$ cat src/rtl/tmc_spi_slave_if.sv
// rtl/tmc_spi_slave_if.sv - SPI pad and register-port bundle of the temp-board SPI responder
interface tmc_spi_slave_if #(
  parameter int DATA_W = 24
);
  logic              sclk;
  logic              csn;
  logic              mosi;
  logic              miso;
  logic              miso_oe;
  logic [6:0]        reg_addr;
  logic              rd_req;
  logic [DATA_W-1:0] rd_data;
  logic              rd_valid;
  logic              wr_en;
  logic [DATA_W-1:0] wr_data;
  logic              frame_err;

  modport slave (
    input  sclk, csn, mosi, rd_data, rd_valid,
    output miso, miso_oe, reg_addr, rd_req, wr_en, wr_data, frame_err
  );

  modport master (
    output sclk, csn, mosi, rd_data, rd_valid,
    input  miso, miso_oe, reg_addr, rd_req, wr_en, wr_data, frame_err
  );
endinterface

$ cat src/rtl/tmc_spi_slave.sv
// rtl/tmc_spi_slave.sv - mode-0 SPI responder serving single-word register reads/writes
module tmc_spi_slave #(
  parameter int DATA_W      = 24,
  parameter int SYNC_STAGES = 2
) (
  input  logic           clk_i,
  input  logic           rst_ni,
  tmc_spi_slave_if.slave bus
);
  localparam int CNT_W = $clog2(DATA_W) + 1;

  typedef enum logic [2:0] {IDLE, CMD, RD_WAIT, RD_DATA, WR_DATA, DONE} state_e;

  logic [SYNC_STAGES-1:0] sclk_sync_q, csn_sync_q, mosi_sync_q;
  logic                   sclk_prev_q, csn_prev_q;
  logic                   sclk_s, csn_s, mosi_s;
  logic                   sclk_rise, sclk_fall, csn_rise, csn_fall;

  state_e            state_q, state_d;
  logic [CNT_W-1:0]  bit_cnt_q, bit_cnt_d;
  logic [DATA_W-1:0] shreg_q, shreg_d;
  logic [6:0]        reg_addr_q, reg_addr_d;
  logic [DATA_W-1:0] wr_data_q, wr_data_d;
  logic              miso_q, miso_d;
  logic              rd_req_q, rd_req_d;
  logic              wr_pend_q, wr_pend_d;
  logic              wr_en_q;
  logic              frame_err_q, frame_err_d;
  logic [DATA_W-1:0] rd_word;

  // csn chain resets low so a frame still in progress at reset release is not mistaken for a new one
  always_ff @(posedge clk_i or negedge rst_ni) begin
    if (!rst_ni) begin
      sclk_sync_q <= '0;
      csn_sync_q  <= '0;
      mosi_sync_q <= '0;
      sclk_prev_q <= 1'b0;
      csn_prev_q  <= 1'b0;
    end else begin
      sclk_sync_q <= {sclk_sync_q[SYNC_STAGES-2:0], bus.sclk};
      csn_sync_q  <= {csn_sync_q[SYNC_STAGES-2:0], bus.csn};
      mosi_sync_q <= {mosi_sync_q[SYNC_STAGES-2:0], bus.mosi};
      sclk_prev_q <= sclk_s;
      csn_prev_q  <= csn_s;
    end
  end

  assign sclk_s    = sclk_sync_q[SYNC_STAGES-1];
  assign csn_s     = csn_sync_q[SYNC_STAGES-1];
  assign mosi_s    = mosi_sync_q[SYNC_STAGES-1];
  assign sclk_rise = sclk_s & ~sclk_prev_q;
  assign sclk_fall = ~sclk_s & sclk_prev_q;
  assign csn_rise  = csn_s & ~csn_prev_q;
  assign csn_fall  = ~csn_s & csn_prev_q;

  always_ff @(posedge clk_i or negedge rst_ni) begin
    if (!rst_ni) begin
      state_q     <= IDLE;
      bit_cnt_q   <= '0;
      shreg_q     <= '0;
      reg_addr_q  <= '0;
      wr_data_q   <= '0;
      miso_q      <= 1'b0;
      rd_req_q    <= 1'b0;
      wr_pend_q   <= 1'b0;
      wr_en_q     <= 1'b0;
      frame_err_q <= 1'b0;
    end else begin
      state_q     <= state_d;
      bit_cnt_q   <= bit_cnt_d;
      shreg_q     <= shreg_d;
      reg_addr_q  <= reg_addr_d;
      wr_data_q   <= wr_data_d;
      miso_q      <= miso_d;
      rd_req_q    <= rd_req_d;
      wr_pend_q   <= wr_pend_d;
      wr_en_q     <= wr_pend_q;
      frame_err_q <= frame_err_d;
    end
  end

  always_comb begin
    state_d     = state_q;
    bit_cnt_d   = bit_cnt_q;
    shreg_d     = shreg_q;
    reg_addr_d  = reg_addr_q;
    wr_data_d   = wr_data_q;
    miso_d      = miso_q;
    rd_req_d    = 1'b0;
    wr_pend_d   = 1'b0;
    frame_err_d = 1'b0;
    rd_word     = bus.rd_valid ? bus.rd_data : '0;
    case (state_q)
      IDLE: begin
        miso_d = 1'b0;
        if (csn_fall) begin
          state_d   = CMD;
          bit_cnt_d = '0;
        end
      end
      CMD: begin
        miso_d = 1'b0;
        if (csn_rise) begin
          state_d     = IDLE;
          frame_err_d = (bit_cnt_q != '0);
        end else if (sclk_rise) begin
          shreg_d   = {shreg_q[DATA_W-2:0], mosi_s};
          bit_cnt_d = bit_cnt_q + CNT_W'(1);
          if (bit_cnt_q == CNT_W'(7)) begin
            reg_addr_d = {shreg_q[5:0], mosi_s};
            bit_cnt_d  = '0;
            if (shreg_q[6]) begin
              rd_req_d = 1'b1;
              state_d  = RD_WAIT;
            end else begin
              state_d = WR_DATA;
            end
          end
        end
      end
      RD_WAIT: begin
        if (csn_rise) begin
          state_d     = IDLE;
          frame_err_d = 1'b1;
        end else if (sclk_fall) begin
          // the fall that should present the MSB counts as data bit one, even for a late read
          miso_d      = rd_word[DATA_W-1];
          shreg_d     = {rd_word[DATA_W-2:0], 1'b0};
          bit_cnt_d   = CNT_W'(1);
          frame_err_d = ~bus.rd_valid;
          state_d     = RD_DATA;
        end else if (bus.rd_valid) begin
          shreg_d   = bus.rd_data;
          bit_cnt_d = '0;
          state_d   = RD_DATA;
        end
      end
      RD_DATA: begin
        if (csn_rise) begin
          state_d     = IDLE;
          frame_err_d = 1'b1;
        end else if (sclk_fall) begin
          miso_d    = shreg_q[DATA_W-1];
          shreg_d   = {shreg_q[DATA_W-2:0], 1'b0};
          bit_cnt_d = bit_cnt_q + CNT_W'(1);
          if (bit_cnt_q == CNT_W'(DATA_W - 1)) state_d = DONE;
        end
      end
      WR_DATA: begin
        if (csn_rise) begin
          state_d     = IDLE;
          frame_err_d = 1'b1;
        end else if (sclk_rise) begin
          shreg_d   = {shreg_q[DATA_W-2:0], mosi_s};
          bit_cnt_d = bit_cnt_q + CNT_W'(1);
          if (bit_cnt_q == CNT_W'(DATA_W - 1)) begin
            wr_data_d = {shreg_q[DATA_W-2:0], mosi_s};
            wr_pend_d = 1'b1;
            state_d   = DONE;
          end
        end
      end
      DONE: begin
        // the last read bit stays on miso until the master's closing fall
        if (sclk_fall || csn_rise) miso_d = 1'b0;
        if (csn_rise) state_d = IDLE;
      end
      default: state_d = IDLE;
    endcase
  end

  always_comb begin
    bus.miso_oe = (state_q != IDLE) && !csn_s;
    bus.miso    = miso_q;
  end

  assign bus.reg_addr  = reg_addr_q;
  assign bus.rd_req    = rd_req_q;
  assign bus.wr_en     = wr_en_q;
  assign bus.wr_data   = wr_data_q;
  assign bus.frame_err = frame_err_q;
endmodule

$ cat src/flat_wrapper.sv
// flat-port wrapper written by rule: the top's interface ports become plain ports
module tmc_spi_slave_flat 
#(
  parameter int DATA_W      = 24,
  parameter int SYNC_STAGES = 2
)
  (clk_i, rst_ni, bus_sclk, bus_csn, bus_mosi, bus_rd_data, bus_rd_valid, bus_miso, bus_miso_oe, bus_reg_addr, bus_rd_req, bus_wr_en, bus_wr_data, bus_frame_err);
  tmc_spi_slave_if #(.DATA_W(DATA_W)) bus_i ();
  input  logic clk_i;
  input  logic rst_ni;
  input wire logic [$bits(bus_i.sclk)-1:0] bus_sclk;
  input wire logic [$bits(bus_i.csn)-1:0] bus_csn;
  input wire logic [$bits(bus_i.mosi)-1:0] bus_mosi;
  input wire logic [$bits(bus_i.rd_data)-1:0] bus_rd_data;
  input wire logic [$bits(bus_i.rd_valid)-1:0] bus_rd_valid;
  output wire logic [$bits(bus_i.miso)-1:0] bus_miso;
  output wire logic [$bits(bus_i.miso_oe)-1:0] bus_miso_oe;
  output wire logic [$bits(bus_i.reg_addr)-1:0] bus_reg_addr;
  output wire logic [$bits(bus_i.rd_req)-1:0] bus_rd_req;
  output wire logic [$bits(bus_i.wr_en)-1:0] bus_wr_en;
  output wire logic [$bits(bus_i.wr_data)-1:0] bus_wr_data;
  output wire logic [$bits(bus_i.frame_err)-1:0] bus_frame_err;
  assign bus_i.sclk = bus_sclk;
  assign bus_i.csn = bus_csn;
  assign bus_i.mosi = bus_mosi;
  assign bus_i.rd_data = bus_rd_data;
  assign bus_i.rd_valid = bus_rd_valid;
  assign bus_miso = bus_i.miso;
  assign bus_miso_oe = bus_i.miso_oe;
  assign bus_reg_addr = bus_i.reg_addr;
  assign bus_rd_req = bus_i.rd_req;
  assign bus_wr_en = bus_i.wr_en;
  assign bus_wr_data = bus_i.wr_data;
  assign bus_frame_err = bus_i.frame_err;
  tmc_spi_slave #(.DATA_W(DATA_W), .SYNC_STAGES(SYNC_STAGES)) u_core (.clk_i(clk_i), .rst_ni(rst_ni), .bus(bus_i));
endmodule
$ cat config.mk
export PLATFORM = sky130hd
export DESIGN_NAME = tmc_spi_slave_flat
export DESIGN_NICKNAME = d
export VERILOG_FILES = /design/src/rtl/tmc_spi_slave_if.sv /design/src/rtl/tmc_spi_slave.sv /design/src/flat_wrapper.sv
export SDC_FILE = /design/constraint.sdc
export NUM_CORES = 1
export LEC_CHECK = 0
export ABC_AREA = 1
export BUFFER_PORTS_ARGS = -buffer_cell sky130_fd_sc_hd__buf_4
export CAP_MARGIN = 25
export CORE_ASPECT_RATIO = 1.75
export CORE_MARGIN = 1
export CORE_UTILIZATION = 56
export DETAILED_ROUTE_END_ITERATION = 12
export PLACE_DENSITY_LB_ADDON = 0.1
export SLEW_MARGIN = 20
export SYNTH_ARGS = -nofsm -noshare
export SYNTH_HDL_FRONTEND = slang
export SYNTH_SLANG_ARGS = --single-unit
$ cat constraint.sdc
create_clock -name clk_i -period 2.15 [get_ports clk_i]
set_clock_uncertainty 0.2 [all_clocks]
set_input_delay 0.43 -clock clk_i [delete_from_list [all_inputs] [get_ports clk_i]]
set_output_delay 0.43 -clock clk_i [all_outputs]
set_load 0.1 [all_outputs]
==> flow_summary.yaml, run 1 <==
sta:
  timing.setup.tns_ns: 0
  rsz0062_at_grt: "false"
  tightest_slew_ns: 0.479
  period_share_pct: 96.4
  setup_viol: 0
  slew_viol_final: 0
  min_period_ns: 2.07
  hold_viol_final: 0
  slew_headroom_pct: 68.0
  fmax_mhz: 482
place:
  place_area_sq_um: 4530
  hpwl_um: 6810
  io_buffer_count: 65
  gp_congestion: 0.875
critical_path:
  rrSetupSlack_ns: 0.17
  arrival_ns: 1.44
  cp_slowest_cell: "dfrtp_1"
  worst_setup_path_start_kind: "flop"
  crit_required_ns: 1.52
  path_cells: "buf_4 -> nor2_2 -> nor2_2 -> buf_4"
  cp_max_fo: 6
  cp-end-kind: "output pin"
  max_stage_delay_ns: 0.46
  critPathKind: "reg -> out"
layout:
  drive_above_1_share_pct: 19.0
  fillCellCount: 581
  final_nets: 622
  diodes: 0
  area_growth_pct: 23.5
  design_area_sq_um: 4890
  multi_input_area_sq_um: 1750
  regArea_sq_um: 1930
detailed_routing:
  drc: 0
  routed_via_density: 5.30
  firstDrtPassIters: 4
  drtIter0Drc: 163
  ant_nets: 0
  num_vias: 3595
  wire_per_inst_um: 14.2
  routed_wl_um: 9650
clock_tree:
  htreeDepth: 3
  clockBufferDepth: 2
  clock_tree.root_cell: "clkbuf_16"
  clk_latency_ns: 0.33
  cts_tree: "built"
  numCtsBuffers: 9
  clock-sinks: 77
  cts.clk_slew.worst_paths_ns: 0.06
global_route:
  track_usage_pct: 28.0
  use_met3_pct: 6.05
  use_met1_pct: 32.9
  met2_usage_pct: 47.5
  busiest_layer: "met2"
  antenna_found_initial: 0
  grt_pass1_vias: 3383
  grt_max_degree: 49
  grt_pass1_wl_um: 15700
  overflow: 0
synth:
  ys_warn_count: 0
  synth-seq-cells: 77
  synth_nets: 558
  synth_area_per_cell_sq_um: 7.53
  netlist_area_sq_um: 3960
  synth-seq-area-share_pct: 48.6
  synth_cell_type_count: 28
  synthesis.instances: 526
power:
  p_leak_nw: 2.60
  peakVddDrop_mv: 0.713
  power_density_nw_per_um2: 1180
floorplan:
  row_count: 40
  dieArea_sq_um: 7430
  die_h_um: 113
  die_w_um: 65.6
  start_util_pct: 57.8
  ioPinCount: 66
  fp.coreArea_sq_um: 6860
flow_run:
  cap_violations: 0
hold_path:
  min_path_type: "in -> reg"
status:
  status: "finished, final reports clean"
-- worst max-delay path, delay by kind of cell, from the launching register on --
family / cells / cell delay [ns]
AND/OR/NAND/NOR: 2 / 0.23
buffers and inverters: 2 / 0.42
flip-flops: 1 / 0.46
-- synthesized netlist by cell type, drive strengths merged --
cell / instances / area share, %
o22ai: 1 / 0.16
buf: 17 / 2.9
clkbuf: 10 / 0.98
dfrtp: 77 / 49
a21oi: 3 / 0.38
a21boi: 1 / 0.19
nand3: 43 / 5.7
o21ai: 83 / 10
nand2: 216 / 21
ha: 2 / 0.63
nor2: 21 / 3.0
inv: 42 / 4.0
nand4: 4 / 0.63
or2: 1 / 0.16
nand3b: 1 / 0.19
a21o: 1 / 0.19
nor3: 3 / 0.51
-- where the power goes --
| part | leakage (nW) | internal (W) | switching (W) | total (W) |
|---|---|---|---|---|
| registers | 1.02 | 0.00170 | 0.000174 | 0.00187 |
| logic | 1.42 | 0.000714 | 0.00159 | 0.00230 |
| clock network | 0.152 | 0.00104 | 0.000573 | 0.00161 |
| total | 2.60 | 0.00345 | 0.00234 | 0.00579 |
-- sequential cells by signal, summed over array words and instances, names as in the netlist, 2 cells and up --
signal	flops
u_core.bit_cnt_q	6
u_core.bus.reg_addr	7
u_core.bus.wr_data	24
u_core.csn_sync_q	2
u_core.mosi_sync_q	2
u_core.sclk_sync_q	2
u_core.shreg_q	24
u_core.state_q	3
-- layout make-up --
type | instances | area share, %
clock buffer | 11 | 4.96
clock inverter | 4 | 1.48
inverter | 42 | 3.22
multi-input combinational | 381 | 35.8
sequential | 77 | 39.4
tap | 84 | 2.15
timing repair buffer | 79 | 13.0
-- path summary, 6_finish.rpt --
check / from / to / cells past startpoint
max in group asynchronous: rst_ni / u_core.state_q[0]$_DFFE_PN0P_ / 3
min in group asynchronous: rst_ni / u_core.csn_sync_q[1]$_DFF_PN0_ / 2
hold reg to reg: u_core.wr_pend_q$_DFF_PN0_ / u_core.bus.wr_en$_DFF_PN0_ / 0
hold / removal: bus_sclk / u_core.sclk_sync_q[0]$_DFF_PN0_ / 1
setup / recovery: u_core.state_q[2]$_DFFE_PN0P_ / bus_miso_oe / 4
setup reg to reg: u_core.bit_cnt_q[0]$_DFFE_PN0P_ / u_core.state_q[0]$_DFFE_PN0P_ / 10
-- through the flow --
stage                     power [W]  util (%)  worst slack (ns)  hold slack, ns  instances
after global placement      0.00401      66.0             0.128           0.111        659
final                       0.00579      71.4            0.0771         0.00899        678
after global routing        0.00617      71.4           0.00661         0.00578        678
after detailed placement    0.00409      66.0            0.0537           0.122        659
after CTS                   0.00572      70.9            0.0269         0.00370        676
after floorplan             0.00358         -            0.0611         -0.0656        526
-- placed cells by master, fill, tap and decap left out, types with 3 or more instances in the layout --
master / Yosys / final
dfrtp_1: 77 / 75
inv_2: 4 / 4
nand2_4: 4 / 3
a21oi_1: 3 / 3
buf_4: 4 / 74
nand4_1: 4 / 4
clkbuf_16: 0 / 9
o21ai_0: 80 / 80
inv_1: 38 / 38
nand2_1: 210 / 210
buf_12: 0 / 3
nand3_1: 41 / 41
o21ai_1: 3 / 3
nor2_1: 18 / 16
-- logic make-up after synthesis --
group / after synthesis / synth area share [%]
flops: 77 / 48.6
buf+inv: 69 / 7.83
compound gates: 89 / 11.4
simple gates: 289 / 31.5
fa+ha+maj: 2 / 0.631
-- repair_timing --
| item | CTS | global route |
|---|---|---|
| endpoints found under the setup margin | 1 | 25 |
| buffers inserted | 0 | 1 |
| cloned | 0 | 1 |
| pin swaps | 0 | 1 |
| resized for setup | 2 | 2 |
| hold buffers | 2 | 0 |
| endpoints found under the hold margin | 17 | 0 |
-- layer usage --
metal | wire length (um) | vias to the layer above
met1 | 3900 | 1689
met3 | 428 | 25
li1 | - | 1798
met4 | 277 | 0
met2 | 5040 | 83
met5 | 0 | -
(Power assumes the default switching activity.)
==> run 2, diff against run 1 <==
Settings changed: CORE_ASPECT_RATIO 1.75 to 0.6, CORE_MARGIN 1 to not set.
==> flow_summary.yaml, run 2 (same netlist as run 1, synthesis figures left out) <==
power:
  p_leak_nw: 2.62
  peakVddDrop_mv: 0.663
  power_density_nw_per_um2: 1180
layout:
  fillCellCount: 539
  drive_above_1_share_pct: 19.8
  final_nets: 624
  mostFrequentLayoutCell: "nand2_1"
  multi_input_area_sq_um: 1760
  layout_common_cells: "nand2_1 (210), o21ai_0 (80), dfrtp_1 (75)"
  area_growth_pct: 24.5
  regArea_sq_um: 1930
  diodes: 0
critical_path:
  cp_slowest_cell: "dfrtp_1"
  cp.depth: 4
  crit_required_ns: 1.52
  critPathTopFamily: "buffers and inverters"
  arrival_ns: 1.43
  rr_worst_depth: 9
  worst_setup_path_start_kind: "flop"
  regToRegStartpoint: "u_core.state_q[0]$_DFFE_PN0P_"
  max_stage_delay_ns: 0.45
  path_cells: "buf_4 -> nor2_4 -> nor2_2 -> buf_4"
  critPathLaunch: "u_core.state_q[2]$_DFFE_PN0P_"
  crit_top_cell: "buf_4"
  cp_max_fo: 6
  critPathKind: "reg -> out"
  critPathBufInv: 2
  cp-end-kind: "output pin"
floorplan:
  start_util_pct: 58.6
  row_count: 23
  fp.coreArea_sq_um: 6760
  die_w_um: 111
  die_h_um: 67.2
  ioPinCount: 66
  dieArea_sq_um: 7430
sta:
  rsz0062_at_grt: "false"
  slew_headroom_pct: 67.7
  worst_hold_slack_ns: 0.150
  setup_viol: 0
  tightest_slew_ns: 0.482
  min_period_ns: 2.06
  hold_viol_final: 0
  slew_viol_final: 0
  timing.setup.tns_ns: 0
  fmax_mhz: 486
  period_share_pct: 95.8
detailed_routing:
  drtIter0Drc: 298
  firstDrtPassIters: 5
  routed_via_density: 5.34
  wire_per_inst_um: 14.2
  drc: 0
  routed_wl_um: 9740
  num_vias: 3655
  ant_nets: 0
clock_tree:
  clock-sinks: 77
  numCtsBuffers: 9
  htreeDepth: 3
  clockBufferDepth: 2
  clk_latency_ns: 0.33
  cts_tree: "built"
  cts.clk_slew.worst_paths_ns: 0.06
  clock_tree.root_cell: "clkbuf_16"
place:
  gp_congestion: 0.894
  io_buffer_count: 65
  hpwl_um: 6780
global_route:
  grt_max_degree: 49
  overflow: 0
  antenna_found_initial: 0
  grt_pass1_wl_um: 16200
  grt_pass1_vias: 3270
  track_usage_pct: 28.3
hold_path:
  hold_depth: 0
  min_path_type: "reg -> reg"
  min-delay-start: "u_core.wr_pend_q$_DFF_PN0_"
status:
  status: "finished, final reports clean"
flow_run:
  cap_violations: 0
-- run 2: worst register-to-register path, cell delays in order (launching register included) --
cell and delay [ns]:
dfrtp_2 0.44, buf_4 0.18, nand3_2 0.13, nand2_4 0.10, nand2_4 0.09, nand2_4 0.08
nor2_8 0.25, nand2_4 0.22, nand2_1 0.12, nand2_1 0.06
-- run 2: final cells by class --
type	instances	share of cell area [%]
clock buffers	10	4.85
clock inverters	6	1.75
inverters	42	3.20
multi-input cells	381	35.6
flip-flops and latches	77	39.1
well taps	87	2.21
repair buffers	81	13.3
-- run 2: path summary, 6_finish.rpt --
kind,endpoint,slack [ns]
min,u_core.bus.wr_en$_DFF_PN0_,0.15
max in group asynchronous,u_core.bus.wr_data[11]$_DFFE_PN0P_,0.81
max reg2reg,u_core.shreg_q[11]$_DFFE_PN0P_,0.17
min reg2reg,u_core.bus.wr_en$_DFF_PN0_,0.15
max,bus_miso_oe,0.09
min in group asynchronous,u_core.bus.reg_addr[3]$_DFFE_PN0P_,0.34
-- run 2: metal layers --
layer | global-route usage, % | routed length [um] | vias to the layer above
met5 | 0 | 0 | -
met4 | 10.2 | 150 | 0
met3 | 6.19 | 727 | 13
met2 | 40.5 | 3960 | 146
met1 | 42.2 | 4900 | 1689
li1 | - | - | 1807
-- run 2: metrics by stage --
step                setup WS [ns]  area [sq um]  total power [W]  utilization, %  instances
finish                     0.0913          4930          0.00583            72.9        684
CTS                        0.0177          4900          0.00577            72.4        682
global placement           0.0963          4530          0.00406            67.0        662
global route              0.00656          4930          0.00623            72.9        684
floorplan                  0.0611          3970          0.00358               -        526
detailed placement         0.0325          4530          0.00409            67.0        662
-- run 2: power by group --
group / total (W) / switching, W / internal (W)
sequential: 0.00187 / 0.000171 / 0.00170
clock: 0.00162 / 0.000580 / 0.00104
combinational: 0.00233 / 0.00160 / 0.000728
-- run 2: what timing repair did --
action | 4_1_cts | 5_1_grt
resized for setup | 2 | 5
setup buffers | 0 | 1
gates cloned | 0 | 1
setup endpoints to repair | 1 | 32
hold buffers | 4 | 0
pin swaps | 0 | 1
hold endpoints to repair | 24 | 0
==> run 3, diff against run 2 <==
Settings changed: ABC_AREA 1 to 0, MAX_ROUTING_LAYER set to met4.
==> flow_summary.yaml, run 3 <==
status:
  status: "finished, violations left"
  violations: "setup timing"
power:
  p_sw_w: 0.00212
  power_w: 0.00572
  p_leak_nw: 2.41
  combPwrFrac_pct: 39.9
  power_density_nw_per_um2: 1150
  p_seq_share_pct: 34.2
  clkPwrFrac_pct: 25.9
  internal-power_w: 0.00359
  peakVddDrop_mv: 0.883
  swShare_pct: 37.1
floorplan:
  die_h_um: 65.7
  fp.coreArea_sq_um: 6330
  die_w_um: 108
  start_util_pct: 59.8
  dieArea_sq_um: 7110
  ioPinCount: 66
  row_count: 22
global_route:
  grt_pass1_wl_um: 15100
  antenna_found_initial: 0
  track_usage_pct: 29.7
  overflow: 0
  grt_max_degree: 37
  grt_pass1_vias: 2973
detailed_routing:
  firstDrtPassIters: 5
  drtIter0Drc: 334
  routed_via_density: 5.85
  ant_nets: 0
  wire_per_inst_um: 16.8
  routed_wl_um: 9440
  drc: 0
  num_vias: 3295
synth:
  netlist_area_sq_um: 3790
  ys_warn_count: 0
  synth_area_per_cell_sq_um: 9.92
  synth_cell_type_count: 51
  yosysTopAreaCell: "dfrtp_1"
  yosysMostFrequentCell: "dfrtp_1"
  synth-seq-area-share_pct: 50.9
  synth-edff-count: 0
  synth_commonest_cells: "dfrtp_1 (77), a21oi_1 (55), nand2_1 (52), mux2_2 (33), nand3_1 (30)"
  synthTopCellsByArea: "dfrtp_1 (51%), mux2_2 (9.8%), a21oi_1 (7.3%), nand2_1 (5.2%), nand3_1 (4.0%)"
  yosysTopAreaCellShare_pct: 50.9
  yosys_most_used_dff: "dfrtp_1"
  synth_nets: 414
  synthesis.instances: 382
  synth-seq-cells: 77
  ys_async_sr_fraction_pct: 100
layout:
  fin_util_pct: 78.8
  final_nets: 506
  drive_above_1_share_pct: 37.0
  layout_common_cells: "buf_4 (103), dfrtp_1 (75), a21oi_1 (54)"
  mostFrequentLayoutCell: "buf_4"
  diodes: 0
  area_growth_pct: 31.7
critical_path:
  critPathTopFamily: "simple AND/OR/NAND/NOR gates"
  crit_required_ns: 2.22
  critPathKind: "reg -> reg"
  cp-end-kind: "flop"
  cp_max_fo: 8
  rrSetupSlack_ns: -0.01
  cp_slowest_cell: "or4_1"
  cp.depth: 6
  path_cells: "buf_4 -> nor3b_4 -> nor4b_1 -> or2_4 -> or4_1 -> nand3_1"
  rr_worst_depth: 6
  critPathBufInv: 1
  worst_setup_path_start_kind: "flop"
  r2r-end: "u_core.bit_cnt_q[4]$_DFFE_PN0P_"
  arrival_ns: 2.23
  regToRegStartpoint: "u_core.state_q[1]$_DFFE_PN0P_"
  max_stage_delay_ns: 0.49
sta:
  worst_hold_slack_ns: 0.148
  rsz0062_at_grt: "true"
  fmax_mhz: 462
  period_share_pct: 101
  hold_viol_final: 0
  tightest_slew_ns: 0.484
  finalWorstSetupSlack_ns: -0.0133
  slew_viol_final: 0
  min_period_ns: 2.16
  slew_headroom_pct: 67.7
  setup_viol: 1
place:
  gp_congestion: 1.04
  dpl_worst_slack_ns: -0.0590
  io_buffer_count: 65
  hpwl_um: 6480
flow_run:
  cap_violations: 0
hold_path:
  holdPathEnd: "u_core.csn_sync_q[1]$_DFF_PN0_"
  min_path_type: "reg -> reg"
  hold_depth: 0
  min-delay-start: "u_core.csn_sync_q[0]$_DFF_PN0_"
clock_tree:
  cts_tree: "built"
  clock_tree.root_cell: "clkbuf_16"
  numCtsBuffers: 9
  htreeDepth: 3
  clockBufferDepth: 2
  clk_latency_ns: 0.33
  clock-sinks: 77
  cts.clk_slew.worst_paths_ns: 0.06
[run 3: cell types whose count changed after synthesis, moves of 13 or more]
cell,previous run,this run
a21oi_1,3,55
inv_1,38,3
mux2_2,0,33
nand2_1,210,52
o21ai_0,80,18
o21ai_1,3,16
[run 3: worst max path at each step]
stage	from	end	slack (ns)
floorplan	u_core.state_q[2]$_DFFE_PN0P_	bus_miso_oe	0.04
global placement	u_core.sclk_prev_q$_DFF_PN0_	u_core.bus.wr_data[10]$_DFFE_PN0P_	0.01
detailed placement	u_core.bit_cnt_q[0]$_DFFE_PN0P_	u_core.state_q[2]$_DFFE_PN0P_	-0.06
CTS	u_core.state_q[1]$_DFFE_PN0P_	bus_miso_oe	-0.001
global route	u_core.state_q[1]$_DFFE_PN0P_	u_core.bit_cnt_q[4]$_DFFE_PN0P_	-0.06
finish	u_core.state_q[1]$_DFFE_PN0P_	u_core.bit_cnt_q[4]$_DFFE_PN0P_	-0.01
[run 3: timing repair]
| action | CTS | global route |
|---|---|---|
| buffers inserted | 1 | 5 |
| gates resized for setup | 7 | 12 |
| hold endpoints to repair | 37 | 0 |
| endpoints found under the setup margin | 8 | 54 |
| hold buffers | 4 | 0 |
| pin swaps | 1 | 2 |
[run 3: cell families after synthesis]
kind of cell | after synthesis | synth area share, %
mux | 33 | 9.81
compound gates | 105 | 15.8
xor+xnor | 1 | 0.231
buf+inv | 34 | 4.69
simple gates | 130 | 17.9
flops | 77 | 50.9
fa+ha+maj | 2 | 0.660
[run 3: per-layer routing]
metal  vias to the layer above  GRT usage (%)  wire [um]
met3                        21           7.84        819
met2                       178           39.3       4070
met4                         0           11.8        192
met1                      1559           43.0       4360
met5                         -              -          0
li1                       1537              -          -
[run 3: worst register-to-register path, stage by stage (launching register included)]
cell     delay, ns
dfrtp_2       0.47
buf_4         0.18
nor3b_4       0.30
nor4b_1       0.12
or2_4         0.25
or4_1         0.49
nand3_1       0.09
[run 3: layout make-up]
cell class	instances	area, sq um
tap	84	105
sequential	77	1930
timing repair buffer	112	900
inverter	3	11.3
clock inverter	4	47.5
clock buffer	12	246
fill	399	1340
multi-input combinational	271	1750
[run 3: stage by stage]
stage	setup TNS, ns	cell area (sq um)	std cells
6_report	-0.0133	4990	563
5_1_grt	-0.468	4990	563
4_1_cts	-0.000976	4910	558
3_5_place_dp	-0.0590	4550	538
3_3_place_gp	0	4550	538
2_1_floorplan	0	3790	382
[run 3: power groups by stage]
stage | registers [W] | clock network, W | logic, W
finish | 0.00196 | 0.00148 | 0.00228
floorplan | 0.00189 | 0 | 0.00146
global placement | 0.00194 | 0 | 0.00201
CTS | 0.00195 | 0.00152 | 0.00214
detailed placement | 0.00196 | 0 | 0.00207
global route | 0.00198 | 0.00156 | 0.00250
